## config.mk

```make
export PLATFORM = sky130hd
export DESIGN_NAME = csa_job_dispatch_flat
export DESIGN_NICKNAME = d
export VERILOG_FILES = /design/src/rtl/csa_job_dispatch_if.sv /design/src/rtl/csa_job_dispatch.sv /design/src/flat_wrapper.sv
export SDC_FILE = /design/constraint.sdc
export NUM_CORES = 1
export LEC_CHECK = 0
export ABC_AREA = 1
export BUFFER_PORTS_ARGS = -buffer_cell sky130_fd_sc_hd__buf_2
export CAP_MARGIN = 20
export CORE_MARGIN = 4
export CORE_UTILIZATION = 50
export DETAILED_ROUTE_END_ITERATION = 7
export GPL_TIMING_DRIVEN = 0
export HOLD_SLACK_MARGIN = 0.08
export PLACE_DENSITY = 0.65
export SLEW_MARGIN = 20
export SYNTH_ARGS = -nofsm -noshare
export SYNTH_HDL_FRONTEND = slang
export SYNTH_SLANG_ARGS = --single-unit
```

## constraint.sdc

```tcl
create_clock -name axi_mm_clk -period 4.7 [get_ports axi_mm_clk]
set_input_delay 0.705 -clock axi_mm_clk [delete_from_list [all_inputs] [get_ports axi_mm_clk]]
set_output_delay 0.705 -clock axi_mm_clk [all_outputs]
set_load 0.03 [all_outputs]
```

## src/rtl/csa_job_dispatch_if.sv

```systemverilog
// Register port and input-FIFO write port of the CSA job dispatcher.
// slave = dispatcher side, master = software/FIFO side.
interface csa_job_dispatch_if #(
   parameter int AXI_DATA_WIDTH    = 32,
   parameter int OPT_MEM_ADDR_BITS = 10
);
   logic                          wen;
   logic [AXI_DATA_WIDTH/8-1:0]   wstrb;
   logic [OPT_MEM_ADDR_BITS-1:0]  waddr;
   logic [AXI_DATA_WIDTH-1:0]     wdata;
   logic                          ren;
   logic [OPT_MEM_ADDR_BITS-1:0]  raddr;
   logic [AXI_DATA_WIDTH-1:0]     rdata;
   logic                          csa_in_w_full;
   logic                          csa_in_wclk;
   logic                          csa_in_wen;
   logic [AXI_DATA_WIDTH-1:0]     csa_in_wdata;

   modport slave (
      input  wen, wstrb, waddr, wdata, ren, raddr, csa_in_w_full,
      output rdata, csa_in_wclk, csa_in_wen, csa_in_wdata
   );

   modport master (
      output wen, wstrb, waddr, wdata, ren, raddr, csa_in_w_full,
      input  rdata, csa_in_wclk, csa_in_wen, csa_in_wdata
   );
endinterface

```

## src/rtl/csa_job_dispatch.sv

```systemverilog
// CSA job dispatcher: software programs one job over the register port; the
// job is split into records of at most CHUNK times and each record is pushed
// as five 32-bit words (BLOCK, IN_LO, IN_HI, times, start) into the input FIFO.
module csa_job_dispatch #(
   parameter int AXI_DATA_WIDTH    = 32,
   parameter int OPT_MEM_ADDR_BITS = 10,
   parameter int CSA_CALC_IN_WIDTH = 48
) (
   input  logic               axi_mm_clk,
   input  logic               rst_n,
   csa_job_dispatch_if.slave  bus
);
   localparam int DW   = AXI_DATA_WIDTH;
   localparam int HI_W = CSA_CALC_IN_WIDTH - 32;
   localparam logic [OPT_MEM_ADDR_BITS-1:0] A_CTRL   = OPT_MEM_ADDR_BITS'(0);
   localparam logic [OPT_MEM_ADDR_BITS-1:0] A_STATUS = OPT_MEM_ADDR_BITS'(1);
   localparam logic [OPT_MEM_ADDR_BITS-1:0] A_BLOCK  = OPT_MEM_ADDR_BITS'(2);
   localparam logic [OPT_MEM_ADDR_BITS-1:0] A_IN_LO  = OPT_MEM_ADDR_BITS'(3);
   localparam logic [OPT_MEM_ADDR_BITS-1:0] A_IN_HI  = OPT_MEM_ADDR_BITS'(4);
   localparam logic [OPT_MEM_ADDR_BITS-1:0] A_TOTAL  = OPT_MEM_ADDR_BITS'(5);
   localparam logic [OPT_MEM_ADDR_BITS-1:0] A_CHUNK  = OPT_MEM_ADDR_BITS'(6);
   localparam logic [OPT_MEM_ADDR_BITS-1:0] A_BASE   = OPT_MEM_ADDR_BITS'(7);
   localparam logic [OPT_MEM_ADDR_BITS-1:0] A_ISSUED = OPT_MEM_ADDR_BITS'(8);

   typedef enum logic [2:0] {S_IDLE, S_W0, S_W1, S_W2, S_W3, S_W4, S_NEXT} state_t;

   state_t             r_state;
   // shadow registers, freely writable even while a job runs
   logic [DW-1:0]      r_block, r_in_lo, r_total, r_chunk, r_base;
   logic [HI_W-1:0]    r_in_hi;
   // working copies of the running job
   logic [DW-1:0]      r_j_block, r_j_in_lo, r_j_chunk, r_rem, r_cur;
   logic [HI_W-1:0]    r_j_in_hi;
   logic [DW-1:0]      r_issued;
   logic               r_done, r_aborted, r_err, r_abort_pend;
   logic [DW-1:0]      r_rdata;

   logic               w_ctrl_wr, w_start, w_abort, w_busy, w_wen;
   logic [DW-1:0]      w_times, w_wdata, w_hi_wr;

   // merge new write data into an old value under the byte enables
   function automatic logic [DW-1:0] f_bw(input logic [DW-1:0] old_v,
                                          input logic [DW-1:0] new_v,
                                          input logic [DW/8-1:0] strb);
      logic [DW-1:0] v;
      v = old_v;
      for (int b = 0; b < DW/8; b++)
         if (strb[b]) v[b*8 +: 8] = new_v[b*8 +: 8];
      return v;
   endfunction

   assign w_ctrl_wr = bus.wen && (bus.waddr == A_CTRL) && bus.wstrb[0];
   assign w_start   = w_ctrl_wr && bus.wdata[0];
   assign w_abort   = w_ctrl_wr && bus.wdata[1];
   assign w_busy    = (r_state != S_IDLE);
   assign w_times   = (r_j_chunk < r_rem) ? r_j_chunk : r_rem;
   assign w_hi_wr   = f_bw(DW'(r_in_hi), bus.wdata, bus.wstrb);

   // FIFO word select; a word is written only in a cycle the FIFO is not full
   always_comb begin
      w_wdata = '0;
      w_wen   = 1'b0;
      case (r_state)
         S_W0:    w_wdata = r_j_block;
         S_W1:    w_wdata = r_j_in_lo;
         S_W2:    w_wdata = DW'(r_j_in_hi);
         S_W3:    w_wdata = w_times;
         S_W4:    w_wdata = r_cur;
         default: w_wdata = '0;
      endcase
      if (r_state inside {S_W0, S_W1, S_W2, S_W3, S_W4}) w_wen = !bus.csa_in_w_full;
   end

   assign bus.csa_in_wclk  = axi_mm_clk;
   assign bus.csa_in_wen   = w_wen;
   assign bus.csa_in_wdata = w_wdata;
   assign bus.rdata        = r_rdata;

   // shadow register writes with per-byte enables
   always_ff @(posedge axi_mm_clk) begin
      if (!rst_n) begin
         r_block <= '0; r_in_lo <= '0; r_in_hi <= '0;
         r_total <= '0; r_chunk <= '0; r_base  <= '0;
      end else if (bus.wen) begin
         case (bus.waddr)
            A_BLOCK: r_block <= f_bw(r_block, bus.wdata, bus.wstrb);
            A_IN_LO: r_in_lo <= f_bw(r_in_lo, bus.wdata, bus.wstrb);
            A_IN_HI: r_in_hi <= w_hi_wr[HI_W-1:0];
            A_TOTAL: r_total <= f_bw(r_total, bus.wdata, bus.wstrb);
            A_CHUNK: r_chunk <= f_bw(r_chunk, bus.wdata, bus.wstrb);
            A_BASE:  r_base  <= f_bw(r_base,  bus.wdata, bus.wstrb);
            default: ;
         endcase
      end
   end

   // job FSM: snapshot on START, emit five words per record, account in NEXT
   always_ff @(posedge axi_mm_clk) begin
      if (!rst_n) begin
         r_state   <= S_IDLE;
         r_j_block <= '0; r_j_in_lo <= '0; r_j_in_hi <= '0; r_j_chunk <= '0;
         r_rem     <= '0; r_cur     <= '0; r_issued  <= '0;
         r_done    <= 1'b0; r_aborted <= 1'b0; r_err <= 1'b0; r_abort_pend <= 1'b0;
      end else begin
         case (r_state)
            S_IDLE: if (w_start) begin
               r_done <= 1'b0; r_aborted <= 1'b0; r_err <= 1'b0;
               r_issued <= '0; r_abort_pend <= 1'b0;
               if (r_chunk == '0)      r_err  <= 1'b1;
               else if (r_total == '0) r_done <= 1'b1;
               else begin
                  r_j_block <= r_block; r_j_in_lo <= r_in_lo; r_j_in_hi <= r_in_hi;
                  r_j_chunk <= r_chunk; r_rem     <= r_total; r_cur     <= r_base;
                  r_state   <= S_W0;
               end
            end
            S_W0: if (!bus.csa_in_w_full) r_state <= S_W1;
            S_W1: if (!bus.csa_in_w_full) r_state <= S_W2;
            S_W2: if (!bus.csa_in_w_full) r_state <= S_W3;
            S_W3: if (!bus.csa_in_w_full) r_state <= S_W4;
            S_W4: if (!bus.csa_in_w_full) r_state <= S_NEXT;
            S_NEXT: begin
               r_rem    <= r_rem - w_times;
               r_cur    <= r_cur + w_times;
               r_issued <= r_issued + 1'b1;
               if (r_rem == w_times) begin
                  r_done  <= 1'b1;
                  r_state <= S_IDLE;
               end else if (r_abort_pend) begin
                  r_aborted <= 1'b1;
                  r_state   <= S_IDLE;
               end else begin
                  r_state <= S_W0;
               end
            end
            default: r_state <= S_IDLE;
         endcase
         // abort is deferred to the record boundary so the FIFO stays 5-word aligned
         if (w_busy && w_abort) r_abort_pend <= 1'b1;
      end
   end

   // registered read port; rdata holds when no read is requested
   always_ff @(posedge axi_mm_clk) begin
      if (!rst_n) begin
         r_rdata <= '0;
      end else if (bus.ren) begin
         case (bus.raddr)
            A_CTRL:   r_rdata <= '0;
            A_STATUS: r_rdata <= DW'({r_err, r_aborted, r_done, w_busy});
            A_BLOCK:  r_rdata <= r_block;
            A_IN_LO:  r_rdata <= r_in_lo;
            A_IN_HI:  r_rdata <= DW'(r_in_hi);
            A_TOTAL:  r_rdata <= r_total;
            A_CHUNK:  r_rdata <= r_chunk;
            A_BASE:   r_rdata <= r_base;
            A_ISSUED: r_rdata <= r_issued;
            default:  r_rdata <= DW'({16'hE000, 6'b0, bus.raddr});
         endcase
      end
   end
endmodule

```

## src/flat_wrapper.sv

```systemverilog
// flat-port wrapper written by rule: the top's interface ports become plain ports
module csa_job_dispatch_flat 
#(
   parameter int AXI_DATA_WIDTH    = 32,
   parameter int OPT_MEM_ADDR_BITS = 10,
   parameter int CSA_CALC_IN_WIDTH = 48
)
  (axi_mm_clk, rst_n, bus_wen, bus_wstrb, bus_waddr, bus_wdata, bus_ren, bus_raddr, bus_csa_in_w_full, bus_rdata, bus_csa_in_wclk, bus_csa_in_wen, bus_csa_in_wdata);
  csa_job_dispatch_if #(.AXI_DATA_WIDTH(AXI_DATA_WIDTH), .OPT_MEM_ADDR_BITS(OPT_MEM_ADDR_BITS)) bus_i ();
  input  logic axi_mm_clk;
  input  logic rst_n;
  input wire logic [$bits(bus_i.wen)-1:0] bus_wen;
  input wire logic [$bits(bus_i.wstrb)-1:0] bus_wstrb;
  input wire logic [$bits(bus_i.waddr)-1:0] bus_waddr;
  input wire logic [$bits(bus_i.wdata)-1:0] bus_wdata;
  input wire logic [$bits(bus_i.ren)-1:0] bus_ren;
  input wire logic [$bits(bus_i.raddr)-1:0] bus_raddr;
  input wire logic [$bits(bus_i.csa_in_w_full)-1:0] bus_csa_in_w_full;
  output wire logic [$bits(bus_i.rdata)-1:0] bus_rdata;
  output wire logic [$bits(bus_i.csa_in_wclk)-1:0] bus_csa_in_wclk;
  output wire logic [$bits(bus_i.csa_in_wen)-1:0] bus_csa_in_wen;
  output wire logic [$bits(bus_i.csa_in_wdata)-1:0] bus_csa_in_wdata;
  assign bus_i.wen = bus_wen;
  assign bus_i.wstrb = bus_wstrb;
  assign bus_i.waddr = bus_waddr;
  assign bus_i.wdata = bus_wdata;
  assign bus_i.ren = bus_ren;
  assign bus_i.raddr = bus_raddr;
  assign bus_i.csa_in_w_full = bus_csa_in_w_full;
  assign bus_rdata = bus_i.rdata;
  assign bus_csa_in_wclk = bus_i.csa_in_wclk;
  assign bus_csa_in_wen = bus_i.csa_in_wen;
  assign bus_csa_in_wdata = bus_i.csa_in_wdata;
  csa_job_dispatch #(.AXI_DATA_WIDTH(AXI_DATA_WIDTH), .OPT_MEM_ADDR_BITS(OPT_MEM_ADDR_BITS), .CSA_CALC_IN_WIDTH(CSA_CALC_IN_WIDTH)) u_core (.axi_mm_clk(axi_mm_clk), .rst_n(rst_n), .bus(bus_i));
endmodule
```

# Word-level counts from Yosys, hierarchy flattened
# Index checks and enable logic that the tools add are counted.
[classes]
bitwise_logic = 2
magnitude_cmp = 1
eq_ne = 32
n_reduce_logical = 46
addsub = 3
n_mux = 37
[ops]
columns = ["op", "n"]
rows = [
  ["$pmux 32 s9", 1],
  ["$mux 32", 8],
  ["$pmux 32 s2", 3],
  ["$pmux 32 s5", 1],
  ["$eq 10x3->1 const B", 8],
  ["$reduce_and 3->1", 23],
  ["$logic_not 32->1", 2],
  ["$eq 10x2->1 const B", 4],
  ["$add 32x1->32 const B", 1],
  ["$add 32x32->32", 1],
  ["$eq 32x32->1", 1],
  ["$lt 32x32->1", 1],
  ["$sub 32x32->32", 1],
  ["$mux 3", 9],
  ["$pmux 3 s7", 1],
  ["$logic_not 10->1", 2],
  ["$ne 2x2->1 const B", 8],
  ["$mux 1", 12],
  ["$reduce_and 4->1", 3],
  ["$eq 10x1->1 const B", 1],
  ["$eq 10x4->1 const B", 1],
  ["$eq 3x3->1 const B", 3],
  ["$reduce_and 8->1", 1],
  ["$eq 3x2->1 const B", 2],
  ["other kinds (11)", 23],
]
[totals]
out_inout_bits = 66
word_cells = 156
register_bits = 423

# Logic depth before layout (Yosys ltp)
[depth]
depth_word = 7
ltp_mapped = 33
depth_no_buf = 31

==> results.md <==
- Largest net degree at the start of global routing: 15
- CP max FO: 10
- Crit-path max cell delay: around 360 ps
- Final wirelength: 103,000 um
- Row Count: slightly below 80
- Critical Path End: u_core.r_state[0]$_SDFFE_PN0P_
- Final setup vio count: 0
- Vias per inst: around 6.1
- Final Util: 0.586
- GPL Wtd Cong: between 1 and 1.5
- Worst reg-to-reg path cell count: 24
- Max-Cap Viols: 0
- Overall Global Routing Usage: 0.397
- Yosys top cell area share: 0.365
- DP Area: ~0.025 mm^2
- Slew HR: 0.210
- Final Max Slew Viols: 0
- Residual overflow from global routing: 0
- Die Area: about 0.050 mm^2
- WS Path Type: reg -> reg
- Post-synth EDFFs: 0
- Mapped Area: between 0.02 and 0.025 mm^2
- First-pass DRT Iterations: 6
- Period utilization: 0.962
- Initial antenna violation count: 4
- Fillers: 4,379
- Most frequent CP cell: nand2_1
- RSZ-0062 raised after global routing: yes
- I/O Buffers: about 120
- Status: complete, no violations
- Clock Skews: 44.9 ps
- Mapped Cells: 3,356
- #FFs+latches synth: roughly 420
- Critical path's slowest cell: dfxtp_2
- WP data required: ~5300 ps
- Drt initial violations: roughly 3.3k
- Distinct cells, synth: 49
- Final hold viol count: 0
- CTS tree: done
- Finished Cell Area: around 0.027 mm^2
- Post-Syn Area per Cell: 6.91 um^2
- WL per Instance: 24.7 um
- Fin nets: approximately 3.7k
- Die Wd: approximately 220 um
- Synth top area cells: dfxtp_1 (37%), a21oi_1 (9.3%), inv_1 (8.9%)
- Total core area: 0.0456 mm^2
- Register area share after synthesis: 0.365
- Ys Warns: 0
- Area growth syn-to-layout: 15.1%
- Starting density of the core: 0.509
- RR Endpoint: u_core.r_state[0]$_SDFFE_PN0P_
- Asr flop ratio synth: 0
- Cell taking the most area after synthesis: dfxtp_1
- Post-detailed-route count of antenna-violating nets: 0
- Post-DP HPWL: roughly 83,000 um
- Worst path arrival time: 5090 ps
- Worst setup EP type: flop
- Worst-path clk slew: 60 ps
- Critical Path Source: u_core.r_rem[31]$_SDFFE_PN0P_
- Reg-to-reg startpoint: u_core.r_rem[31]$_SDFFE_PN0P_
- Peak supply drop: approximately 0.00037 V
- Worst Max-Slew Pin Slew: around 1200 ps
- Hold path depth: 3
- Crit path launch type: flop
- Die Height: about 220 um
- Via count: between 20k and 30k
- DRC: 0
- Hold Crit Class: in -> reg
- Fin Setup TNS: 0 ps
- Fmax: ~0.22 GHz
- Internal reg-to-reg setup slack: approximately 180 ps
- Top FF cell, synth: dfxtp_1
- Syn_nets: 3,513
- IO Count: about 130
- Cells along the critical path: inv_2, ha_1, nand2_1, nor2_1, nand2_1, nor4_2, nand2_1, nand2_1, buf_4, buf_2, nand2_1, o21ai_0, ha_2, nand2_1, nor2_4, nand4_1, nor4b_4, nand3_1, nor2_4, nand3_2, nand2_1, nand2_1, nand2_1, a21oi_1
- PD cells: 302 mW/mm^2
- Vias in the first global route: 23.9k
- First-pass GRT wire length: 150,000 um
- Leak pwr: approximately 0.011 uW
- Latest clock arrival within the worst-skew pair: 740 ps
- Tmin final: approximately 4500 ps
- Antenna Cells: 0
- Cts hold-fix bufs: 0
- Share of cells above drive strength 1: 0.0953
==> where the power goes <==
group	switching, uW	total [uW]	internal, uW
Sequential	4.33	3600	3590
Clock	1730	4210	2480
Combinational	203	262	59.3
Total	1940	8070	6130
==> cell type report <==
type,instances,area (um^2),area share
multi-input combinational,2215,12200,0.458
sequential,423,8470,0.317
inverter,553,2080,0.0778
clock buffer,67,1460,0.0546
tap,600,751,0.0281
buffer,165,706,0.0264
timing repair buffer,132,687,0.0257
clock inverter,25,314,0.0118
==> critical path: cells and delay by family (launching register included) <==
kind | cells | cell delay [ps]
AND/OR/NAND/NOR | 17 | 2520
adder cells (fa/ha/maj) | 2 | 630
buffers and inverters | 3 | 610
flip-flops | 1 | 360
AO/OA/AOI/OAI | 2 | 260
==> layer usage <==
metal	GRT usage	routed length [um]	up-vias
met4	0.184	5740	4
met3	0.104	12700	273
met2	0.606	43800	1535
met5	0	26	-
li1	-	-	11800
met1	0.527	40900	11900
==> placed cells by master (no fill, tap or decap), types with 6 or more instances in the layout <==
cell type	count
clkbuf_8	12
o22ai_1	98
nand2_1	467
o21ai_0	326
xnor2_1	7
a21o_1	10
a21oi_2	8
inv_1	546
a221oi_1	22
o21ai_2	17
o221ai_1	24
buf_1	6
dfxtp_1	421
a21oi_1	419
o21bai_1	6
nor2_1	285
clkbuf_1	115
o31ai_1	13
nand3_1	89
o41ai_1	11
o2111ai_1	15
o21ai_1	10
ha_1	92
a31oi_1	7
buf_4	14
a211oi_1	127
nand4_1	25
buf_2	159
nor4_1	24
o21a_1	6
xor2_1	18
clkinv_2	10
or2_2	6
clkbuf_16	51
nor3_1	26
==> cell families after synthesis <==
logic type | count (synthesis) | share of synthesized area
buf+inv | 718 | 0.119
flops | 423 | 0.365
simple gates | 948 | 0.169
xor+xnor | 25 | 0.00944
compound gates | 1146 | 0.285
fa+ha+maj | 96 | 0.0524
==> stage by stage <==
stage                     hold WS (ps)  total power, uW  worst slack (ps)  cells
after floorplan                    434             3830               718   3356
after detailed placement           445             3970             -1030   4080
after global placement             445             3960             -1060   4080
after CTS                          317             8040              6.07   4171
final                              332             8070               180   4180
after global routing               359             8230             -34.2   4180
==> Yosys cell counts, types with 15 or more instances <==
cell type,number
a211oi_1,127
a21oi_1,429
a221oi_1,22
buf_2,36
clkbuf_1,118
dfxtp_1,423
ha_1,94
inv_1,547
nand2_1,471
nand3_1,91
nand4_1,25
nor2_1,289
nor3_1,26
nor4_1,26
o2111ai_1,15
o21ai_0,351
o221ai_1,24
o22ai_1,98
xor2_1,18
==> worst min path at each step <==
stage | start | to
CTS | bus_raddr[7] | u_core.bus.rdata[7]$_SDFFE_PN0P_
detailed placement | u_core.r_j_in_hi[8]$_SDFFE_PN0P_ | u_core.r_j_in_hi[8]$_SDFFE_PN0P_
global route | bus_wdata[25] | u_core.r_block[25]$_SDFFE_PN0P_
finish | bus_raddr[7] | u_core.bus.rdata[7]$_SDFFE_PN0P_
floorplan | u_core.r_j_in_hi[0]$_SDFFE_PN0P_ | u_core.r_j_in_hi[0]$_SDFFE_PN0P_
global placement | u_core.r_j_in_hi[8]$_SDFFE_PN0P_ | u_core.r_j_in_hi[8]$_SDFFE_PN0P_
==> repair_timing <==
item                                    4_1_cts  5_1_grt
resized for setup                            48       51
gates cloned                                  0        0
endpoints found under the setup margin       68       39
pin swaps                                     1        8
setup buffers                                 0        8
No activity file was read; power rests on OpenSTA's default activity.
